$ cat src/rtl/dc_write_ctrl_pkg.sv
// Shared defaults and sizing helpers for the write side of the dual-clock
// one-hot-pointer data buffer.
package dc_write_ctrl_pkg;

   localparam int DC_DEF_DATA_WIDTH  = 32;
   localparam int DC_DEF_DEPTH       = 8;
   localparam int DC_DEF_SYNC_STAGES = 2;

   // Width of a slot index / level value; a 1-slot index still needs one bit.
   function automatic int dc_lvl_w(input int depth);
      return (depth > 1) ? $clog2(depth) : 1;
   endfunction

endpackage

$ cat src/rtl/dc_sync_vector.sv
// Per-bit multi-flop synchronizer with asynchronous reset to a chosen value.
module dc_sync_vector #(
   parameter int               WIDTH       = 8,
   parameter int               STAGES      = 2,
   parameter logic [WIDTH-1:0] RESET_VALUE = '0
) (
   input  logic             clk,
   input  logic             rstn,
   input  logic [WIDTH-1:0] i_d,
   output logic [WIDTH-1:0] o_q
);

   logic [STAGES-1:0][WIDTH-1:0] r_stage;

   always_ff @(posedge clk or negedge rstn) begin
      if (!rstn) begin
         r_stage <= {STAGES{RESET_VALUE}};
      end else begin
         r_stage[0] <= i_d;
         for (int s = 1; s < STAGES; s++) begin
            r_stage[s] <= r_stage[s-1];
         end
      end
   end

   assign o_q = r_stage[STAGES-1];

endmodule

$ cat src/rtl/dc_write_ctrl.sv
// Write-side controller: one-hot write pointer ring, synchronized read pointer,
// full/ready, registered fill level and almost_full.
module dc_write_ctrl
   import dc_write_ctrl_pkg::*;
#(
   parameter  int DATA_WIDTH      = DC_DEF_DATA_WIDTH,
   parameter  int BUFFER_DEPTH    = DC_DEF_DEPTH,
   parameter  int SYNC_STAGES     = DC_DEF_SYNC_STAGES,
   parameter  int ALMOST_FULL_THR = BUFFER_DEPTH - 2,
   localparam int LVL_W           = dc_lvl_w(BUFFER_DEPTH)
) (
   input  logic                    clk,
   input  logic                    rstn,
   input  logic                    in_valid,
   output logic                    in_ready,
   input  logic [DATA_WIDTH-1:0]   in_data,
   output logic [BUFFER_DEPTH-1:0] write_pointer,
   output logic [DATA_WIDTH-1:0]   write_data,
   input  logic [BUFFER_DEPTH-1:0] read_pointer_async,
   output logic [LVL_W-1:0]        level,
   output logic                    almost_full
);

   // Handshake: a word transfers on a clk edge where in_valid & in_ready.
   // in_ready depends only on registers; in_data may change freely until then.

   function automatic logic [BUFFER_DEPTH-1:0] rotl1(input logic [BUFFER_DEPTH-1:0] v);
      return {v[BUFFER_DEPTH-2:0], v[BUFFER_DEPTH-1]};
   endfunction

   function automatic logic [LVL_W-1:0] encode(input logic [BUFFER_DEPTH-1:0] v);
      logic [LVL_W-1:0] idx;
      idx = '0;
      for (int i = 0; i < BUFFER_DEPTH; i++) begin
         if (v[i]) idx = idx | LVL_W'(i);
      end
      return idx;
   endfunction

   function automatic logic is_onehot(input logic [BUFFER_DEPTH-1:0] v);
      return (v != '0) && ((v & (v - BUFFER_DEPTH'(1))) == '0);
   endfunction

   logic [BUFFER_DEPTH-1:0] r_wp;
   logic [LVL_W-1:0]        r_level;
   logic                    r_almost_full;

   logic [BUFFER_DEPTH-1:0] w_rp_sync;
   logic [BUFFER_DEPTH-1:0] w_wp_nxt;
   logic                    w_full;
   logic                    w_accept;
   logic [LVL_W-1:0]        w_widx;
   logic [LVL_W-1:0]        w_ridx;
   logic [LVL_W:0]          w_diff;
   logic [LVL_W-1:0]        w_level_nxt;
   logic                    w_af_nxt;

   // Reset value 1 matches the read side's reset pointer (slot 0).
   dc_sync_vector #(
      .WIDTH       (BUFFER_DEPTH),
      .STAGES      (SYNC_STAGES),
      .RESET_VALUE (BUFFER_DEPTH'(1))
   ) u_rp_sync (
      .clk  (clk),
      .rstn (rstn),
      .i_d  (read_pointer_async),
      .o_q  (w_rp_sync)
   );

   // OR form keeps a two-hot transient conservative (reads as full).
   assign w_wp_nxt = rotl1(r_wp);
   assign w_full   = |(w_wp_nxt & w_rp_sync);
   assign w_accept = in_valid & ~w_full;

   assign w_widx = encode(r_wp);
   assign w_ridx = encode(w_rp_sync);

   always_comb begin
      w_diff = '0;
      if (w_widx >= w_ridx) begin
         w_diff = {1'b0, w_widx} - {1'b0, w_ridx};
      end else begin
         w_diff = {1'b0, w_widx} + (LVL_W+1)'(BUFFER_DEPTH) - {1'b0, w_ridx};
      end
   end

   // A pointer caught mid-transition is not a valid index; keep the old level.
   assign w_level_nxt = is_onehot(w_rp_sync) ? w_diff[LVL_W-1:0] : r_level;
   assign w_af_nxt    = (int'(w_level_nxt) >= ALMOST_FULL_THR);

   always_ff @(posedge clk or negedge rstn) begin
      if (!rstn) begin
         r_wp          <= BUFFER_DEPTH'(1);
         r_level       <= '0;
         r_almost_full <= (ALMOST_FULL_THR == 0);
      end else begin
         if (w_accept) begin
            r_wp <= w_wp_nxt;
         end
         r_level       <= w_level_nxt;
         r_almost_full <= w_af_nxt;
      end
   end

   assign in_ready      = ~w_full;
   assign write_pointer = r_wp;
   assign write_data    = in_data;
   assign level         = r_level;
   assign almost_full   = r_almost_full;

endmodule

$ cat config.mk
export PLATFORM = sky130hd
export DESIGN_NAME = dc_write_ctrl
export DESIGN_NICKNAME = d
export VERILOG_FILES = /design/src/rtl/dc_write_ctrl_pkg.sv /design/src/rtl/dc_sync_vector.sv /design/src/rtl/dc_write_ctrl.sv
export SDC_FILE = /design/constraint.sdc
export NUM_CORES = 1
export LEC_CHECK = 0
export CORE_MARGIN = 2
export CORE_UTILIZATION = 39
export CTS_CLUSTER_SIZE = 25
export DETAILED_ROUTE_END_ITERATION = 16
export PLACE_DENSITY = 0.85
export SLEW_MARGIN = 25
export SYNTH_ARGS = -nofsm -noshare
export SYNTH_HDL_FRONTEND = slang
export SYNTH_SLANG_ARGS = --single-unit
$ cat constraint.sdc
create_clock -name clk -period 3.25 [get_ports clk]
set_input_delay 0.65 -clock clk [delete_from_list [all_inputs] [get_ports clk]]
set_output_delay 0.65 -clock clk [all_outputs]
set_load 0.02 [all_outputs]
Word-level counts from Yosys, hierarchy flattened
Index checks and enable logic that the tools add are counted.
{"block": "totals", "word_cells": 35, "inputBits": 43, "register_bits": 28}
{"block": "op_classes", "n_reduce_logical": 4, "order_cmp": 2, "bitwise_logic": 4, "add_sub_neg": 4, "n_mux": 16}
{"op": "two-way mux 3 bit", "count": 10}
{"op": "bitwise AND 8 bit", "count": 2}
{"op": "logical NOT 8 bit", "count": 1}
{"op": "two-way mux 2 bit", "count": 4}
{"op": "nonzero test 8 bit", "count": 1}
{"op": "OR reduction 8 bit", "count": 1}
{"op": "subtractor 8 x 1 -> 8 bit (second input constant)", "count": 1}
{"op": "subtractor 3 bit", "count": 2}
{"op": "adder 3 x 1 -> 3 bit (second input constant)", "count": 1}
{"op": "greater-or-equal comparator 3 bit", "count": 1}
{"op": "greater-or-equal comparator 3 bit (second input constant)", "count": 1}
{"op": "two-way mux 1 bit", "count": 2}
{"op": "bitwise AND 1 bit", "count": 1}
{"op": "logical AND 1 bit", "count": 1}
{"op": "NOT 1 bit", "count": 1}

Longest topological paths before layout
Gate-level depths: netlist of the first run.
{"block": "depth", "depth_word": 12, "depth_mapped": 8}

Modules after synthesis
Synthesis of the first run repeated with hierarchy kept, for this count alone.
{"block": "hier_totals", "hier_cells": 113, "area_unflattened_um2": 1408.9}
{"mod": "dc_write_ctrl", "cells_per_inst": 89, "seq_area_each_um2": 301.5, "instances": 1, "area_per_inst_um2": 945.9}
{"mod": "dc_sync_vector", "cells_per_inst": 24, "seq_area_each_um2": 402.9, "instances": 1, "area_per_inst_um2": 462.9}

Worst setup path before layout of the first run
Ideal clock, no wire load.
{"block": "synth_timing", "path_kind": "register to register", "from": "register u_rp_sync.r_stage, in the netlist u_rp_sync.o_q[7]", "to": "register r_level[1] (netlist: level[1])", "t_arrival_ns": 2.025, "setup_slack_ns": 1.100, "path_stages_with_launch": 7, "required_time_ns": 3.125, "n_path_buf": 1, "synth_period_minus_slack_ns": 2.150, "setup_ns": 0.125, "cell_sequence": "dfrtp_1 -> buf_2 -> or4_2 -> ha_1 -> inv_1 -> fa_1 -> mux2_4"}
{"block": "synth_via", "elab_chain_len": 5}
{"item": "start, declared", "line_no": "dc_sync_vector.sv:13", "text": "logic [STAGES-1:0][WIDTH-1:0] r_stage;"}
{"item": "start signal, assigned", "line_no": "dc_sync_vector.sv:17", "text": "r_stage <= {STAGES{RESET_VALUE}};"}
{"item": "start signal, assigned by index", "line_no": "dc_sync_vector.sv:21", "text": "r_stage[s] <= r_stage[s-1];"}
{"item": "subtractor 8 x 1 -> 8 bit", "line_no": "dc_write_ctrl.sv:41", "text": "return (v != '0) && ((v & (v - BUFFER_DEPTH'(1))) == '0);"}
{"item": "bitwise AND 8 bit", "line_no": "dc_write_ctrl.sv:41"}
{"item": "logical NOT 8 bit", "line_no": "dc_write_ctrl.sv:41"}
{"item": "logical AND 1 bit", "line_no": "dc_write_ctrl.sv:41"}
{"item": "two-way mux 3 bit (*)", "line_no": "dc_write_ctrl.sv:88", "text": "assign w_level_nxt = is_onehot(w_rp_sync) ? w_diff[LVL_W-1:0] : r_level;"}
{"item": "via w_level_nxt[1]", "line_no": "dc_write_ctrl.sv:55", "text": "logic [LVL_W-1:0] w_level_nxt;"}
{"item": "end signal, assigned", "line_no": "dc_write_ctrl.sv:100", "text": "r_level <= w_level_nxt;"}
{"item": "end, declared", "line_no": "dc_write_ctrl.sv:45", "text": "logic [LVL_W-1:0] r_level;"}
Mark *: on every way through the listed nets, which the timed path passes. The rest lies on a longest branch.
A chain may end at the register's enable or synchronous reset.

Worst setup path after layout of the first run
{"block": "layout_timing", "from": "register u_rp_sync.r_stage, in the netlist u_rp_sync.o_q[3]", "to": "output in_ready"}
{"block": "layout_via", "elab_chain_len": 3}
{"item": "bitwise AND 8 bit", "line_no": "dc_write_ctrl.sv:72", "text": "assign w_full = |(w_wp_nxt & w_rp_sync);"}
{"item": "OR reduction 8 bit", "line_no": "dc_write_ctrl.sv:72"}
{"item": "NOT 1 bit", "line_no": "dc_write_ctrl.sv:105", "text": "assign in_ready = ~w_full;"}
{"item": "end, declared", "line_no": "dc_write_ctrl.sv:15", "text": "output logic in_ready,"}
Every way passes these cells.

==> results of run 1 <==
-- area by class of cell --
class / count / area [µm²]
clock buffers: 3 / 22.5
flip-flops and latches: 28 / 704
clock inverters: 1 / 30.0
fillers: 292 / 1910
multi-input cells: 43 / 415
well taps: 46 / 57.6
inverters: 2 / 7.51
repair buffers: 24 / 238
-- cells in the final DEF, fill, tap and decap left out, types with 2 or more instances in the layout --
cell	count
clkdlybuf4s50_1	23
or4_1	2
nand2_1	2
mux2_4	10
nor2b_1	2
nor4b_1	3
a22oi_1	2
dfstp_2	3
and3_1	2
clkbuf_4	3
ha_1	2
inv_1	2
dfrtp_1	25
mux2i_1	2
o21ai_0	2
nor4_1	3
a211oi_1	2
-- state kept, by name (all words and copies together) (netlist names) --
register,count
u_rp_sync.o_q,8
u_rp_sync.r_stage,8
write_pointer,8
level,3
almost_full,1
-- stage by stage --
stage / instances / util, % / power (mW) / setup slack (ns)
global route: 147 / 43.5 / 0.696 / 0.394
global placement: 143 / 42.0 / 0.446 / 0.967
finish: 147 / 43.5 / 0.664 / 0.540
floorplan: 108 / - / 0.472 / 1.10
CTS: 147 / 43.5 / 0.674 / 0.527
detailed placement: 143 / 42.0 / 0.450 / 0.922
-- cell families (layout without fill, tap and decap cells) --
kind of cell,count (synthesis),in the layout
compound gates,9,9
buf+inv,37,30
xor+xnor,1,1
mux,12,12
flops,28,28
fa+ha+maj,3,3
simple gates,18,18
-- report_power, final --
group / internal [mW] / total (mW) / switching, mW
combinational: 0.0343 / 0.0616 / 0.0273
clock: 0.125 / 0.222 / 0.0974
sequential: 0.366 / 0.380 / 0.0139
-- worst paths after layout --
kind,startpoint,endpoint,depth (start not counted)
setup / recovery,u_rp_sync.o_q[3],in_ready,4
setup reg to reg,u_rp_sync.o_q[3],level[1],5
hold reg to reg,u_rp_sync.r_stage[0],u_rp_sync.o_q[0],0
hold / removal,u_rp_sync.r_stage[0],u_rp_sync.o_q[0],0
max in group asynchronous,rstn,u_rp_sync.r_stage[0],2
min in group asynchronous,rstn,u_rp_sync.o_q[2],2
-- worst reg2reg max path: stages (launching register included) --
cell and delay (ns):
dfrtp_1 0.47, or4_2 0.69, ha_1 0.22, inv_1 0.06, fa_1 0.42, mux2_4 0.27
-- metal layers --
| metal | part of all wire, % | vias to the layer above | wire length [µm] | track usage [%] |
|---|---|---|---|---|
| met1 | 35 | 352 | 841 | 12.5 |
| met4 | 2.7 | 0 | 66 | 7.34 |
| met2 | 52 | 42 | 1250 | 22.0 |
| met5 | 0 | - | 0 | 0 |
| met3 | 10 | 14 | 243 | 3.87 |
| li1 | - | 330 | - | - |
==> impl_metrics.toml, run 1 <==
[synthesis]
async_flop_share_pct = 100
ys_types = 28
ys_seq_area_share_pct = 50.2
ys_ff_latch = 28
synth_fa_ha_area_share_pct = 3.21
synth_xor_area_share_pct = 0.624
synth.area.mux_share_pct = 12.1
syn_area_per_cell_um2 = 13.0
synth_area_leaders = "dfrtp_1, buf_4, mux2_4, dfstp_2, nor4b_1"
synth_fp_nets = 154
synth-simple-area-share_pct = 9.00
synth_flop_cell = "dfrtp_1"
syn_inst = 108
yosysTopAreaCellShare_pct = 44.6
synth_compound_area_share_pct = 4.63
synth_top_family_by_area = "buffers and inverters"
synth.most_common_cell = "buf_4"
yosysTopAreaCell = "dfrtp_1"
synth_area_um2 = 1400
synth_edf_count = 0
ys_warn_count = 0
ys_top_cells_by_count = "buf_4, dfrtp_1, mux2_4"

[routing]
vias_per_cell = 5.02
wl_per_cell_um = 16.3
ant_nets = 0
first_pass_iters = 4
drt-initial-drc-count = 14
num_vias = 738
drcViolationCount = 0
drt_wl_total_mm = 2.40

[grt]
grt_pass1_vias = 805
grt_usage_pct = 12.3
grt-ovfl-total = 0
grt_pass1_wl_mm = 3.91
antenna_found_initial = 0
grt_start_max_net_pins = 29

[floorplan]
die_x_um = 64.0
core_um2 = 3390
io_pins = 88
start_util_pct = 41.4
rows = 21
dieArea_um2 = 4100
die_y_um = 64.0

[placed_design]
place_area_um2 = 1420
hpwl_mm = 1.93
io_buffers = 23
place.gp.congestion = 0.832

[critical_path]
max_stage_delay_ns = 0.61
cp_data_required_time_ns = 2.60
end_kind = "primary output"
crit_path_max_fanout = 6
critPathKind = "flop to primary output"
cp_data_arrival_time_ns = 2.06
start_kind = "flop"
path_buf_inv = 1
r2r_slack_ns = 1.03
cp_top_family = "buffers and inverters"
cp_cell_sequence = "a22o_1 > a221oi_1 > and3_1 > clkdlybuf4s50_1"
cp_slowest_cell = "clkdlybuf4s50_1"

[finish]
diodes = 0
drive_above_1_share_pct = 20.8
area_growth_pct = 5.08
final_area_um2 = 1480
nets = 148

[clock_network]
cts_resized = 0
cts_htree_levels = 1
cts_buffer_depth = 2
clock_latency_ns = 0.32
cts_hold_buf = 0
clockRootBuffer = "clkbuf_4"
numCtsBuffers = 3
post_cts_buffers = 0
cts_tree = "yes"
clkTransAtPathRegs_ns = 0.14
cts_sinks = 28

[sta]
fin_hold_ws_ns = 0.366
slew_headroom_pct = 72.0
finalWorstPathRequiredPeriod_ns = 2.71
hold_violations = 0
grt_setup_unrepaired = "false"
fmax_mhz = 369
fin_crit_sh_pct = 83.4
slew_violations = 0
setup_viol = 0
setup_tns_ns = 0
worstMarginPinSlew_ns = 0.417
clock_skew_ns = 0.00200

[power]
ir_worst_vdd_uv = 268
p_leak_nw = 0.663
power-per-cell-area_nw_per_um2 = 450

[hold_path]
worst_hold_path_type = "flop to flop"

[outcome]
outcome = "finished clean"

[job]
cap_violations = 0
Power figures use the tool's default switching activity.
==> inputs of run 2 (changes only) <==
- CORE_UTILIZATION: 39 -> 33
- PLACE_DENSITY: 0.85 -> 0.76
- clock period: 3.25 -> 2.35 ns (I/O delays scaled with it)
==> impl_metrics.toml, run 2 (synthesis results as in run 1) <==
[critical_path]
end_kind = "flop"
ff2ff_path_depth = 5
cp_data_required_time_ns = 2.51
crit_end = "level[1]"
critPathKind = "flop to flop"
r2r_start = "u_rp_sync.o_q[3]"
crit_path_max_fanout = 6
startpoint = "u_rp_sync.o_q[3]"
reg2reg_to = "level[1]"
r2r_slack_ns = 0.14
start_kind = "flop"
cp_data_arrival_time_ns = 2.37

[hold_path]
worstHoldStart = "u_rp_sync.r_stage[3]"
whs_path_depth = 0
worst_hold_path_type = "flop to flop"

[grt]
grt_usage_pct = 10.9
grt_start_max_net_pins = 29
antenna_found_initial = 0
grt-ovfl-total = 0
grt_pass1_vias = 788
grt_pass1_wl_mm = 4.22

[finish]
area_growth_pct = 7.22
final_cell_mix = "dfrtp_1, clkdlybuf4s50_1, mux2_4"
diodes = 0
final_area_um2 = 1510
nets = 149
final_common_cell = "dfrtp_1"
drive_above_1_share_pct = 21.6

[job]
cap_violations = 0

[clock_network]
cts_sinks = 28
clkTransAtPathRegs_ns = 0.09
clockRootBuffer = "clkbuf_8"
cts_htree_levels = 1
cts_buffer_depth = 2
numCtsBuffers = 3
cts_hold_buf = 0
clock_latency_ns = 0.26
cts_tree = "yes"
post_cts_buffers = 0

[routing]
wl_per_cell_um = 17.1
vias_per_cell = 4.95
num_vias = 752
drcViolationCount = 0
drt_wl_total_mm = 2.61
first_pass_iters = 4
ant_nets = 0
drt-initial-drc-count = 23

[floorplan]
start_util_pct = 34.6
dieArea_um2 = 4790
die_x_um = 69.2
rows = 23
core_um2 = 4060
io_pins = 88
die_y_um = 69.2

[sta]
clock_skew_ns = 0.00346
setup_tns_ns = 0
worstMarginPinSlew_ns = 0.435
fin_crit_sh_pct = 94.1
fmax_mhz = 452
slew_violations = 0
setup_viol = 0
finalWorstPathRequiredPeriod_ns = 2.21
grt_setup_unrepaired = "false"
slew_headroom_pct = 70.7
hold_violations = 0

[power]
intPower_uw = 782
total_power_uw = 975
switchingPower_uw = 193
p_clk_share_pct = 37.2
ir_worst_vdd_uv = 431
power_frac_comb_pct = 9.1
p_leak_nw = 0.673
power-per-cell-area_nw_per_um2 = 648
switching_share_pct = 19.8
pwr-share-seq_pct = 53.7

[placed_design]
place.gp.congestion = 0.923
io_buffers = 23
place_area_um2 = 1440
hpwl_mm = 2.12

[outcome]
outcome = "finished clean"
-- run 2: cell count changes in the layout (fill, tap and decap cells not counted) --
cell / change
clkbuf_4: -3
clkbuf_8: +3
buf_4: +1
clkdlybuf4s50_1: -1
dlygate4sd2_1: +1
-- run 2: what timing repair did --
item                                    CTS  global route
hold endpoints to repair                  0             0
gates resized for setup                   1             0
endpoints found under the setup margin    1             0
-- run 2: worst max-delay path, cell delays in order (launching register included) --
cell and delay [ns]:
dfrtp_1 0.45, or4_2 0.69, ha_1 0.21, inv_1 0.06, fa_1 0.42, mux2_4 0.28
-- run 2: metal layers --
layer	vias up	track usage, %	wire length, µm
li1	328	-	-
met1	355	11.2	820
met2	51	20.4	1470
met3	18	3.63	236
met4	0	4.14	77
met5	-	0	0
-- run 2: power groups by stage --
stage | Combinational, mW | Clock, mW | Sequential (mW)
floorplan | 0.112 | 0 | 0.540
global placement | 0.0877 | 0 | 0.532
detailed placement | 0.0903 | 0 | 0.533
CTS | 0.0903 | 0.371 | 0.524
global route | 0.0966 | 0.402 | 0.527
finish | 0.0885 | 0.363 | 0.524
-- run 2: final cells by class --
type	count	area (µm²)
clock buffers	3	41.3
clock inverters	1	30.0
fillers	364	2550
inverters	2	7.51
multi-input cells	43	415
flip-flops and latches	28	704
well taps	50	62.6
repair buffers	25	244
-- run 2: per-stage QoR --
step	util, %	cells	hold slack, ns	worst slack (ns)
detailed placement	35.4	148	0.335	0.158
floorplan	-	108	0.174	0.200
finish	37.1	152	0.354	0.139
CTS	37.1	152	0.356	0.143
global route	37.1	152	0.363	0.0648
global placement	35.4	148	0.333	0.190
-- run 2: worst min path at each step --
| stage | end | slack (ns) |
|---|---|---|
| 2_1_floorplan | almost_full | 0.17 |
| 3_3_place_gp | u_rp_sync.o_q[1] | 0.33 |
| 3_5_place_dp | u_rp_sync.o_q[5] | 0.33 |
| 4_1_cts | u_rp_sync.o_q[5] | 0.36 |
| 5_1_grt | u_rp_sync.o_q[6] | 0.36 |
| 6_report | u_rp_sync.o_q[3] | 0.35 |
==> inputs of run 3 (changes only) <==
- ABC_AREA: not set -> 1
- PLACE_DENSITY: 0.76 -> 0.75
- SKIP_LAST_GASP: not set -> 1
==> impl_metrics.toml, run 3 <==
[critical_path]
cp_top_family = "buffers and inverters"
max_stage_delay_ns = 0.61
start_kind = "flop"
end_kind = "primary output"
r2r_start = "write_pointer[7]"
startpoint = "write_pointer[0]"
path_buf_inv = 1
cp_slowest_cell = "clkdlybuf4s50_1"
crit_path_max_fanout = 4
cp_cell_sequence = "clkdlybuf4s50_1"
cp_data_required_time_ns = 1.88
cp_data_arrival_time_ns = 1.47
critPathKind = "flop to primary output"

[routing]
num_vias = 940
wl_per_cell_um = 11.2
drt_wl_total_mm = 2.31
drt-initial-drc-count = 29
first_pass_iters = 4
drcViolationCount = 0
ant_nets = 0
vias_per_cell = 4.54

[synthesis]
synth_edf_count = 0
synth_fp_nets = 204
ys_top_cells_by_count = "nand2_1, buf_4, dfrtp_1, inv_1, nor2_1"
synth_area_um2 = 1450
syn_inst = 158
ys_types = 21
ys_ff_latch = 28
yosysTopAreaCellShare_pct = 43.1
synth_flop_cell = "dfrtp_1"
ys_seq_area_share_pct = 48.5
ys_warn_count = 0
synth_area_leaders = "dfrtp_1, buf_4, nand2_1, dfstp_2, inv_1"
yosysTopAreaCell = "dfrtp_1"
syn_area_per_cell_um2 = 9.19
async_flop_share_pct = 100
synth.most_common_cell = "nand2_1"

[grt]
grt_pass1_wl_mm = 4.08
grt_start_max_net_pins = 29
grt_usage_pct = 10.2
grt_pass1_vias = 955
antenna_found_initial = 0
grt-ovfl-total = 0

[finish]
drive_above_1_share_pct = 11.6
area_growth_pct = 10.2
final_cell_mix = "nand2_1, dfrtp_1, clkdlybuf4s50_1"
diodes = 0
nets = 202
nFillCells = 445
final_cells = 207
multi_input_area_um2 = 435
final_common_cell = "nand2_1"
fin_util_pct = 37.2
seqCellArea_um2 = 704

[sta]
finalWorstPathRequiredPeriod_ns = 1.94
fin_crit_sh_pct = 82.5
setup_tns_ns = 0
worstMarginPinSlew_ns = 0.434
slew_headroom_pct = 70.8
setup_viol = 0
fmax_mhz = 516
hold_violations = 0
clock_skew_ns = 0.00431
slew_violations = 0
grt_setup_unrepaired = "false"

[placed_design]
place.gp.congestion = 0.907
io_buffers = 23
dp.cells = 203
hpwl_mm = 1.75

[power]
p_leak_nw = 0.766
pwr-share-seq_pct = 50.7
power-per-cell-area_nw_per_um2 = 662
ir_worst_vdd_uv = 301
p_clk_share_pct = 35.8
intPower_uw = 812
switchingPower_uw = 246
power_frac_comb_pct = 13.5
switching_share_pct = 23.2

[hold_path]
worstHoldStart = "u_rp_sync.r_stage[6]"
worst_hold_path_type = "flop to flop"

[outcome]
outcome = "finished clean"

[floorplan]
core_um2 = 4290
die_y_um = 70.3
start_util_pct = 33.8
die_x_um = 70.3
io_pins = 88
rows = 24
dieArea_um2 = 4940

[clock_network]
cts_tree = "yes"
clockRootBuffer = "clkbuf_8"
cts_htree_levels = 1
post_cts_buffers = 0
cts_resized = 0
cts_buffer_depth = 2
cts_sinks = 28
clkTransAtPathRegs_ns = 0.10
clock_latency_ns = 0.28
numCtsBuffers = 3
cts_hold_buf = 0

[job]
cap_violations = 0
-- run 3: cell count changes after synthesis, moves of 3 or more --
cell	delta
nand3_1	+5
nand4_1	+9
mux2_4	-10
nor2_2	+3
nand2_1	+33
inv_1	+16
nor2_1	+10
nor4b_1	-3
-- run 3: metrics by stage --
stage / total power, mW / instance area, µm² / worst slack (ns) / hold slack, ns
floorplan: 0.693 / 1450 / 0.523 / 0.174
global placement: 0.690 / 1530 / 0.386 / 0.333
detailed placement: 0.693 / 1530 / 0.365 / 0.335
CTS: 1.07 / 1600 / 0.0528 / 0.358
global route: 1.11 / 1600 / 0.266 / 0.371
finish: 1.06 / 1600 / 0.410 / 0.357
-- run 3: layer usage --
| layer | GRT usage, % | share of wire (%) | up-vias |
|---|---|---|---|
| li1 | - | - | 458 |
| met1 | 12.8 | 44 | 442 |
| met2 | 16.6 | 48 | 35 |
| met3 | 2.74 | 5.8 | 5 |
| met4 | 4.06 | 1.3 | 0 |
| met5 | 0 | 0 | - |
-- run 3: worst paths after layout --
kind                                    end  cells after the start  slack [ns]
hold / removal             u_rp_sync.o_q[6]                      0        0.36
max in group asynchronous  write_pointer[0]                      2        1.49
hold reg to reg            u_rp_sync.o_q[6]                      0        0.36
setup / recovery           write_pointer[0]                      1        0.41
min in group asynchronous  u_rp_sync.o_q[2]                      2        0.56
setup reg to reg                almost_full                      8        0.45
-- run 3: layout make-up --
class | instances | share of cell area [%]
Clock buffer | 3 | 2.58
Clock inverter | 1 | 1.88
Inverter | 18 | 4.23
Multi-Input combinational cell | 79 | 27.2
Sequential cell | 28 | 44.1
Tap cell | 52 | 4.07
Timing Repair Buffer | 26 | 16.0
-- run 3: power groups by stage --
stage | clock network, mW | logic (mW) | registers (mW)
2_1_floorplan | 0 | 0.125 | 0.568
3_3_place_gp | 0 | 0.145 | 0.545
3_5_place_dp | 0 | 0.146 | 0.547
4_1_cts | 0.388 | 0.146 | 0.537
5_1_grt | 0.408 | 0.162 | 0.541
6_report | 0.378 | 0.143 | 0.536
-- run 3: logic make-up (layout without fill, tap and decap cells) --
family                   Yosys count  after routing  synth area share, %
AND/OR/NAND/NOR                   70             70                 22.9
buffers and inverters             51             48                 21.5
flip-flops                        28             28                 48.5
AO/OA/AOI/OAI                      5              5                 3.36
adder cells (fa/ha/maj)            3              3                 3.10
XOR/XNOR                           1              1                0.604
